--- config.mk ---
export PLATFORM = sky130hd
export DESIGN_NAME = sha256_msg_reader
export DESIGN_NICKNAME = d
export VERILOG_FILES = /design/src/rtl/sha256_msg_reader.sv
export SDC_FILE = /design/constraint.sdc
export NUM_CORES = 1
export LEC_CHECK = 0
export ABC_AREA = 0
export BUFFER_PORTS_ARGS = -buffer_cell sky130_fd_sc_hd__buf_2
export CORE_MARGIN = 4
export CORE_UTILIZATION = 30
export CTS_CLUSTER_DIAMETER = 40
export DETAILED_ROUTE_END_ITERATION = 10
export PLACE_DENSITY_LB_ADDON = 0.08
export SYNTH_ARGS = -nofsm -noshare
export SYNTH_HDL_FRONTEND = slang
export SYNTH_SLANG_ARGS = --single-unit
--- constraint.sdc ---
create_clock -name clk -period 3 [get_ports clk]
set_clock_uncertainty 0.05 [all_clocks]
set_input_delay 0.6 -clock clk [delete_from_list [all_inputs] [get_ports clk]]
set_output_delay 0.6 -clock clk [all_outputs]
set_load 0.01 [all_outputs]
--- src/rtl/sha256_msg_reader.sv ---
// Reads a message from byte RAM, applies SHA-256 padding and streams big-endian 32-bit words.
// Optional build macro MSGRD_WORDCNT_EN adds a 16-bit count of accepted words.
module sha256_msg_reader #(
    parameter int ADDR_WIDTH = 10,
    parameter int LEN_WIDTH  = 16
) (
    input  logic                  clk,
    input  logic                  rst,
    input  logic                  start,
    input  logic [LEN_WIDTH-1:0]  msg_len,
    output logic [ADDR_WIDTH-1:0] ram_addr,
    output logic                  ram_chipSel,
    output logic                  ram_wriEn,
    output logic                  ram_outEn,
    input  logic [7:0]            ram_data,
    output logic [31:0]           word_out,
    output logic                  word_valid,
    input  logic                  word_ready,
    output logic                  block_first,
    output logic                  block_last,
    output logic                  busy,
    output logic                  done
`ifdef MSGRD_WORDCNT_EN
    ,
    output logic [15:0]           word_count
`endif
);

    // Byte indices run to T = L + up to 72, so two extra bits cover every length.
    localparam int IW = LEN_WIDTH + 2;

    typedef enum logic [2:0] {
        IDLE,
        RD_ADDR,
        RD_WAIT,
        RD_CAP,
        GEN,
        EMIT
    } state_t;

    state_t state, state_next;

    logic [LEN_WIDTH-1:0] len_q;
    logic [IW-1:0]        byte_idx;
    logic [IW-1:0]        word_idx;
    logic [IW-1:0]        total;
    logic [31:0]          pack;
    logic                 done_q;

    logic [IW-1:0] len_ext;
    logic [IW-1:0] byte_next;
    logic [IW-1:0] total_start;
    logic [63:0]   bit_len;
    logic [7:0]    gen_byte;
    logic [7:0]    lane_byte;
    logic          word_full;
    logic          reading;
    logic          accept;
    logic          last_byte_out;

    assign len_ext       = IW'(len_q);
    assign byte_next     = byte_idx + IW'(1);
    assign word_full     = (byte_idx[1:0] == 2'd3);
    assign accept        = (state == EMIT) && word_ready;
    assign last_byte_out = (byte_idx == total);
    assign bit_len       = {{(61 - LEN_WIDTH){1'b0}}, len_q, 3'b000};
    assign total_start   = ((((IW'(msg_len) + IW'(8)) >> 6) + IW'(1)) << 6);

    // Generated bytes: 0x80 marker, zero fill, then the 64-bit bit length MSB first.
    always_comb begin
        // NOTE: every always_comb output gets a default first so no path can infer a latch.
        gen_byte = 8'h00;
        if (byte_idx == len_ext) begin
            gen_byte = 8'h80;
        end else if (byte_idx >= total - IW'(8)) begin
            case (byte_idx[2:0])
                3'd0:    gen_byte = bit_len[63:56];
                3'd1:    gen_byte = bit_len[55:48];
                3'd2:    gen_byte = bit_len[47:40];
                3'd3:    gen_byte = bit_len[39:32];
                3'd4:    gen_byte = bit_len[31:24];
                3'd5:    gen_byte = bit_len[23:16];
                3'd6:    gen_byte = bit_len[15:8];
                default: gen_byte = bit_len[7:0];
            endcase
        end
    end

    assign lane_byte = (state == RD_CAP) ? ram_data : gen_byte;

    always_comb begin
        state_next = state;
        case (state)
            IDLE:    if (start) state_next = (msg_len != '0) ? RD_ADDR : GEN;
            RD_ADDR: state_next = RD_WAIT;
            RD_WAIT: state_next = RD_CAP;
            RD_CAP: begin
                if (word_full)              state_next = EMIT;
                else if (byte_next < len_ext) state_next = RD_ADDR;
                else                        state_next = GEN;
            end
            GEN:     if (word_full) state_next = EMIT;
            EMIT: begin
                if (word_ready) begin
                    if (last_byte_out)           state_next = IDLE;
                    else if (byte_idx < len_ext) state_next = RD_ADDR;
                    else                         state_next = GEN;
                end
            end
            default: state_next = IDLE;
        endcase
    end

    always_ff @(posedge clk) begin
        // NOTE: sequential state uses non-blocking assignments so every register sees pre-edge values.
        if (rst) state <= IDLE;
        else     state <= state_next;
    end

    always_ff @(posedge clk) begin
        if (rst) begin
            len_q    <= '0;
            byte_idx <= '0;
            word_idx <= '0;
            total    <= '0;
            pack     <= '0;
            done_q   <= 1'b0;
        end else begin
            done_q <= accept && last_byte_out;
            case (state)
                IDLE: begin
                    if (start) begin
                        len_q    <= msg_len;
                        total    <= total_start;
                        byte_idx <= '0;
                        word_idx <= '0;
                    end
                end
                RD_CAP, GEN: begin
                    // Lane 0 (byte_idx[1:0] == 0) lands in bits 31:24.
                    case (byte_idx[1:0])
                        2'd0:    pack[31:24] <= lane_byte;
                        2'd1:    pack[23:16] <= lane_byte;
                        2'd2:    pack[15:8]  <= lane_byte;
                        default: pack[7:0]   <= lane_byte;
                    endcase
                    byte_idx <= byte_next;
                end
                EMIT: if (word_ready) word_idx <= word_idx + IW'(1);
                default: ;
            endcase
        end
    end

`ifdef MSGRD_WORDCNT_EN
    always_ff @(posedge clk) begin
        if (rst)                        word_count <= '0;
        else if (state == IDLE && start) word_count <= '0;
        else if (accept)                word_count <= word_count + 16'd1;
    end
`endif

    assign reading     = (state == RD_ADDR) || (state == RD_WAIT) || (state == RD_CAP);
    assign ram_chipSel = reading;
    assign ram_outEn   = reading;
    assign ram_wriEn   = 1'b0;
    assign ram_addr    = reading ? byte_idx[ADDR_WIDTH-1:0] : '0;

    assign word_valid  = (state == EMIT);
    assign word_out    = word_valid ? pack : 32'h0;
    assign block_first = word_valid && (word_idx[3:0] == 4'd0);
    assign block_last  = word_valid && (word_idx == (total >> 2) - IW'(1));
    assign busy        = (state != IDLE) || done_q;
    assign done        = done_q;

endmodule

==> results of run 1 <==
==> repair_timing <==
action	in CTS	in global routing
setup buffers	1	4
setup endpoints to repair	31	40
resized for setup	17	76
hold endpoints to repair	0	0
pin swaps	5	14
==> sequential cells by signal, summed over array words and instances, names as in the netlist <==
signal    count
word_idx     18
byte_idx     18
done          1
len_q        16
state         3
total        12
pack         32
==> layer usage <==
layer / wire length, um / part of all wire (%)
met2: 10450 / 47
met1: 10670 / 48
met4: 428 / 1.9
met3: 620 / 2.8
met5: 0 / 0
==> critical path, delay by kind of cell, from the launching register on <==
family | cells | cell delay (ns)
flops | 1 | 0.35
buf+inv | 2 | 0.31
compound gates | 1 | 0.27
xor+xnor | 2 | 0.30
simple gates | 3 | 0.87
==> worst max path at each step <==
| stage | start | to | slack [ns] | cells after the start |
|---|---|---|---|---|
| 3_3_place_gp | byte_idx[2]$_SDFFE_PP0P_ | state[2]$_SDFFE_PP0P_ | -0.05 | 11 |
| 3_5_place_dp | byte_idx[0]$_SDFFE_PP0P_ | state[2]$_SDFFE_PP0P_ | -0.06 | 13 |
| 2_1_floorplan | byte_idx[0]$_SDFFE_PP0P_ | state[0]$_SDFFE_PP0P_ | 0.08 | 11 |
| 4_1_cts | total[9]$_SDFFE_PP0P_ | block_last | -0.07 | 8 |
| 5_1_grt | total[8]$_SDFFE_PP0P_ | block_last | -0.27 | 8 |
| 6_report | total[8]$_SDFFE_PP0P_ | block_last | -0.11 | 8 |
==> Yosys cell counts (all sizes together) (21+ instances only) <==
cell type / instances / area, um^2
ha: 54 / 675.7
xor2: 38 / 332.8
nor2: 99 / 371.6
clkbuf: 47 / 182.7
and3: 41 / 256.5
inv: 35 / 131.4
xnor2: 31 / 271.5
a311oi: 34 / 297.8
dfxtp: 100 / 2002
o21ai: 21 / 105.1
nand2: 88 / 332.8
a21oi: 54 / 270.3
nor3: 28 / 140.1
==> power groups by stage <==
| stage | sequential, mW | clock (mW) | combinational, mW |
|---|---|---|---|
| 6_report | 1.47 | 1.34 | 1.36 |
| 5_1_grt | 1.48 | 1.42 | 1.51 |
| 4_1_cts | 1.47 | 1.38 | 1.26 |
| 3_5_place_dp | 1.49 | 0 | 1.20 |
| 3_3_place_gp | 1.49 | 0 | 1.21 |
| 2_1_floorplan | 1.46 | 0 | 0.781 |
==> stage by stage <==
step	hold slack (ns)	power, mW
final	0.4279	4.165
after global routing	0.4492	4.413
after CTS	0.4359	4.106
after detailed placement	0.4226	2.693
after global placement	0.4186	2.702
after floorplan	0.3987	2.239
==> cell type report <==
| type | count | area, um^2 | area share, % |
|---|---|---|---|
| Timing Repair Buffer | 152 | 954.7 | 11.25 |
| Tap cell | 280 | 350.3 | 4.129 |
| Multi-Input combinational cell | 649 | 4708 | 55.49 |
| Clock buffer | 9 | 225.2 | 2.654 |
| Inverter | 35 | 131.4 | 1.548 |
| Sequential cell | 100 | 2012 | 23.71 |
| Clock inverter | 7 | 102.6 | 1.209 |
==> layout by cell type (no fill, tap or decap), types with 6 or more instances in the layout <==
master,netlist,layout
nor2_1,99,96
dfxtp_1,100,92
nand2_1,87,79
buf_2,12,76
buf_4,3,75
a21oi_1,54,53
ha_1,54,53
and3_1,41,40
xor2_1,38,36
inv_1,35,34
a311oi_2,0,29
xnor2_1,31,28
nor3_1,28,24
o21ai_0,21,18
nand3_1,20,14
nand4_1,14,14
and2_1,14,14
a211oi_1,14,13
nor4_1,15,11
clkbuf_16,0,9
dfxtp_2,0,8
or3_1,8,7
nand2b_1,6,6
a22oi_1,6,6
==> cell families (layout without fill, tap and decap cells) <==
logic type               count (synthesis)  in the layout  share of synthesized area, %
flip-flops                             100            100                         30.06
buffers and inverters                   99            203                         6.182
XOR/XNOR                                69             69                         9.076
adder cells (fa/ha/maj)                 55             55                         10.30
AND/OR/NAND/NOR                        356            356                         26.49
AO/OA/AOI/OAI                          167            167                         17.68
multiplexers                             1              1                        0.1503
other                                    1              1                       0.05632
==> flow_summary.toml, run 1 <==
[sta]
worst_slew_pin_slew_ns = 1.014
finalSetupViolCount = 1
fin_crit_ns = 3.105
normalized_max_slew_margin_pct = 32.12
final_critical_path_share_of_the_clock_period_pct = 103.5
timing_hold_violations_final = 0
rsz0062_at_grt = "yes"
max_freq_mhz = 322.1
setup_total_negative_slack_ns = -0.1050
worst_slack_ns = -0.1050
final_max_slew_viol_count = 0

[yosys]
seq_area_frac_synth_pct = 30.06
yosys.cell_types.count = 65
ys_seq_elements = 100
syn_area_um2 = 6659
avgSynthCellArea_um2 = 7.852
synth.yosys.warnings = 0
synthesized_netlist_net_count = 930
postSynthCellCount = 848
ys_async_sr_fraction_pct = 0
synth_flop_cell = "dfxtp_1"
synth_edf_count = 0

[route]
via_density = 5.132
wl_um = 22170
vias = 6323
drt_iter0_markers = 309
route.detailed.drc = 0
wire_per_inst_um = 18.00
firstDrtPassIters = 5
postRouteAntennaNets = 0

[setup_path]
cp.arrival_ns = 2.46
timing_worst_setup_path_type = "reg2out"
critical_path_capture_point_type = "primary output"
count_of_cells_along_the_worst_register_to_register_path = 11
reg2reg_from = "total[8]$_SDFFE_PP0P_"
crit_slowest_cell = "nor4_4"
timing.critical_path.fanout_max = 4
critical-path-top-cell-by-count = "nor4_4"
r2r_setup_slack_ns = 0.06
worst_ep_required_time_ns = 2.35
crit_chain = "nor4_4 -> nand3_2 -> xor2_2 -> buf_4 -> xnor2_1 -> a211o_1 -> nor4_4 -> buf_2"
timing.critical_path.slowest_cell_delay_ns = 0.41
setup.worst_path.start_class = "flop"
r2r-end = "pack[7]$_SDFFE_PP0P_"

[layout]
diodes = 0
post-route-cell-area_um2 = 8484
finalNetCount = 1029
final_core_utilization_pct = 38.88
finish.cell_count_without_fillers = 1232
fillerInstances = 2317
area.growth.synth_to_final_pct = 27.41
final_layout_size_suffix_gt1_share_pct = 26.47

[power_and_ir_drop]
total_switching_power_mw = 1.473
p_clk_share_pct = 32.1
power-per-cell-area_nw_per_um2 = 490.9
seqPwrFrac_pct = 35.3
switching_share_pct = 35.37
static-leakage-power_nw = 3.617
cell_internal_pwr_mw = 2.692
pwr-share-comb_pct = 32.6
power.ir.vdd_worst_uv = 337.7

[worst_hold_path]
holdPathEnd = "byte_idx[0]$_SDFFE_PP0P_"
min_delay_path_depth = 1
worstHoldPathType = "reg2reg"
holdCritStartpoint = "byte_idx[0]$_SDFFE_PP0P_"

[outcome]
outcome = "finished, violations left"
failing_checks = "setup timing"

[placed_design]
post-place-ws_ns = -0.06325
dp_hpwl_um = 16870
gp_congestion = 0.8176
placedCellCount = 1211
io_buffer_count = 76
placement.cell_area_um2 = 7645

[global_routing]
grt.met2_usage_pct = 30.81
gr-max-usage-layer = "met2"
grt_util_met3_pct = 1.952
grt.total_usage_pct = 18.27
antenna_found_initial = 0
via_count_of_the_first_global_routing_pass = 6384
globalRoute.totalOverflow = 0
wire_length_of_the_first_global_routing_pass_um = 35860
grt_util_met1_pct = 24.79
pin_count_of_the_biggest_net_entering_global_routing = 36

[die]
fp.dieW_um = 157.0
fp.dieArea_um2 = 24640
die_y_um = 157.0
pin_count = 78
initial_core_util_pct = 30.51
core_area_um2 = 21820
number_of_placement_rows = 54

[cts]
cts.clk_slew.worst_paths_ns = 0.08
cts-root-to-sink-buffers = 2
cts_htree_levels = 3
root_driver = "clkbuf_16"
cts_made_buffers = 9
numClockSinks = 100
tritoncts = "done"
clk-insertion-delay-late_ns = 0.36
cts-hold-fix-buffers = 0

[flow_run]
cap_viol_max_count = 0
No activity file was read; power rests on OpenSTA's default activity.
==> inputs of run 2 (changes only) <==
Settings changed: RECOVER_POWER set to 50.
==> run 2 against run 1 <==
Net effect:
- the run still ends with setup timing left
- final cell count is the same
- critical path depth did not move
- combinational power barely moved
- sequential cell count unchanged
- utilization shrank 0.15 points
- power is 0.29% lower
- global-route usage stayed put
- wire length about the same
- register-to-register slack about the same
- sequential power about the same
- cell area decreased by 0.40%
- worst hold slack hardly changed
- highest routed layer unchanged
==> flow_summary.toml, run 2 (synthesis gave the netlist of run 1 again) <==
[placed_design]
dp_hpwl_um = 16870
gp_congestion = 0.8176
placedCellCount = 1211
io_buffer_count = 76

[sta]
final_critical_path_share_of_the_clock_period_pct = 103.4
hold-worst-slack_ns = 0.4280
max_freq_mhz = 322.4
final_max_slew_viol_count = 0
worst_slew_pin_slew_ns = 1.035
normalized_max_slew_margin_pct = 30.99
timing_hold_violations_final = 0
rsz0062_at_grt = "yes"
setup_total_negative_slack_ns = -0.1020
finalSetupViolCount = 1
fin_crit_ns = 3.102
worst_slack_ns = -0.1020

[layout]
final-seq-area_um2 = 2012
finalNetCount = 1029
total_area_of_multi_input_combinational_cells_um2 = 4708
fillerInstances = 2322
layout_common_cells = "nor2_1, dfxtp_1, nand2_1"
largestRegisters = "pack x32, byte_idx x18, word_idx x18"
area.growth.synth_to_final_pct = 26.91
largest_register_ffs = 32
finish.cell_count_without_fillers = 1232
registers.top_by_ff_count = "pack"
diodes = 0
final_layout_size_suffix_gt1_share_pct = 24.89
final_common_cell = "nor2_1"

[die]
number_of_placement_rows = 54
core_area_um2 = 21820
initial_core_util_pct = 30.51
pin_count = 78
die_y_um = 157.0
fp.dieArea_um2 = 24640
fp.dieW_um = 157.0

[setup_path]
crit_slowest_cell = "nor4_4"
crit_chain = "nor4_4 -> nand3_2 -> xor2_2 -> buf_4 -> xnor2_1 -> a211o_1 -> nor4_4 -> buf_2"
critical-path-top-cell-by-count = "nor4_4"
cp.arrival_ns = 2.45
setup.worst_path.start_class = "flop"
timing.critical_path.slowest_cell_delay_ns = 0.41
worst_ep_required_time_ns = 2.35
timing_worst_setup_path_type = "reg2out"
critical_path_capture_point_type = "primary output"
timing.critical_path.fanout_max = 4

[cts]
cts_htree_levels = 3
numClockSinks = 100
tritoncts = "done"
clk-insertion-delay-late_ns = 0.36
cts-root-to-sink-buffers = 2
cts.clk_slew.worst_paths_ns = 0.08
cts_made_buffers = 9
root_driver = "clkbuf_16"

[outcome]
failing_checks = "setup timing"
outcome = "finished, violations left"

[power_and_ir_drop]
static-leakage-power_nw = 3.550
power.ir.vdd_worst_uv = 337.5
power-per-cell-area_nw_per_um2 = 491.4

[route]
via_density = 5.136
vias = 6328
wire_per_inst_um = 18.01
drt_iter0_markers = 329
postRouteAntennaNets = 0
wl_um = 22190
firstDrtPassIters = 5
route.detailed.drc = 0

[global_routing]
antenna_found_initial = 0
globalRoute.totalOverflow = 0
grt.total_usage_pct = 18.27
wire_length_of_the_first_global_routing_pass_um = 35860
via_count_of_the_first_global_routing_pass = 6384
pin_count_of_the_biggest_net_entering_global_routing = 36

[flow_run]
cap_viol_max_count = 0

[worst_hold_path]
worstHoldPathType = "reg2reg"
-- run 2: final cells by class --
cell class	count	area share (%)
Inverter	35	1.555
Sequential cell	100	23.81
Clock buffer	9	2.665
Timing Repair Buffer	152	10.90
Clock inverter	7	1.214
Multi-Input combinational cell	649	55.72
Tap cell	280	4.146
-- run 2: what timing repair did --
item | in CTS | in global routing
hold endpoints to repair | 0 | 0
endpoints found under the setup margin | 31 | 40
pin swaps | 5 | 14
buffers inserted | 1 | 4
hold buffers | 0 | 0
resized for setup | 17 | 76
-- run 2: power by group --
| group | internal, mW | total, mW | switching [mW] |
|---|---|---|---|
| registers | 1.40 | 1.47 | 0.0730 |
| clock network | 0.747 | 1.34 | 0.591 |
| logic | 0.536 | 1.35 | 0.809 |
-- run 2: worst paths after layout --
kind / slack [ns] / end / startpoint / cells past startpoint
max: -0.10 / block_last / total[8]$_SDFFE_PP0P_ / 8
min: 0.43 / byte_idx[0]$_SDFFE_PP0P_ / byte_idx[0]$_SDFFE_PP0P_ / 1
min reg2reg: 0.43 / byte_idx[0]$_SDFFE_PP0P_ / byte_idx[0]$_SDFFE_PP0P_ / 1
max reg2reg: 0.06 / pack[7]$_SDFFE_PP0P_ / total[8]$_SDFFE_PP0P_ / 11
-- run 2: critical path: cells and delay by family, from the launching register on --
| family | cells | cell delay, ns |
|---|---|---|
| and+or+nand+nor | 3 | 0.87 |
| buffers and inverters | 2 | 0.31 |
| AOI/OAI and AO/OA | 1 | 0.27 |
| DFF | 1 | 0.35 |
| xor gates and xnor gates | 2 | 0.30 |
-- run 2: metrics by stage --
stage / util, % / instance area (um^2) / power (mW) / worst slack [ns]
CTS: 36.94 / 8061 / 4.106 / -0.07197
detailed placement: 35.03 / 7645 / 2.693 / -0.06325
finish: 38.72 / 8451 / 4.153 / -0.1020
floorplan: - / 6659 / 2.239 / 0.08406
global placement: 35.03 / 7645 / 2.702 / -0.04573
global route: 38.72 / 8451 / 4.399 / -0.2740
-- run 2: metal layers --
layer / global-route usage [%] / vias to the layer above / wire length, um
met5: 0 / - / 0
met4: 5.248 / 0 / 428
met3: 1.952 / 21 / 609
met2: 30.81 / 102 / 10400
met1: 24.79 / 2981 / 10750
li1: - / 3224 / -
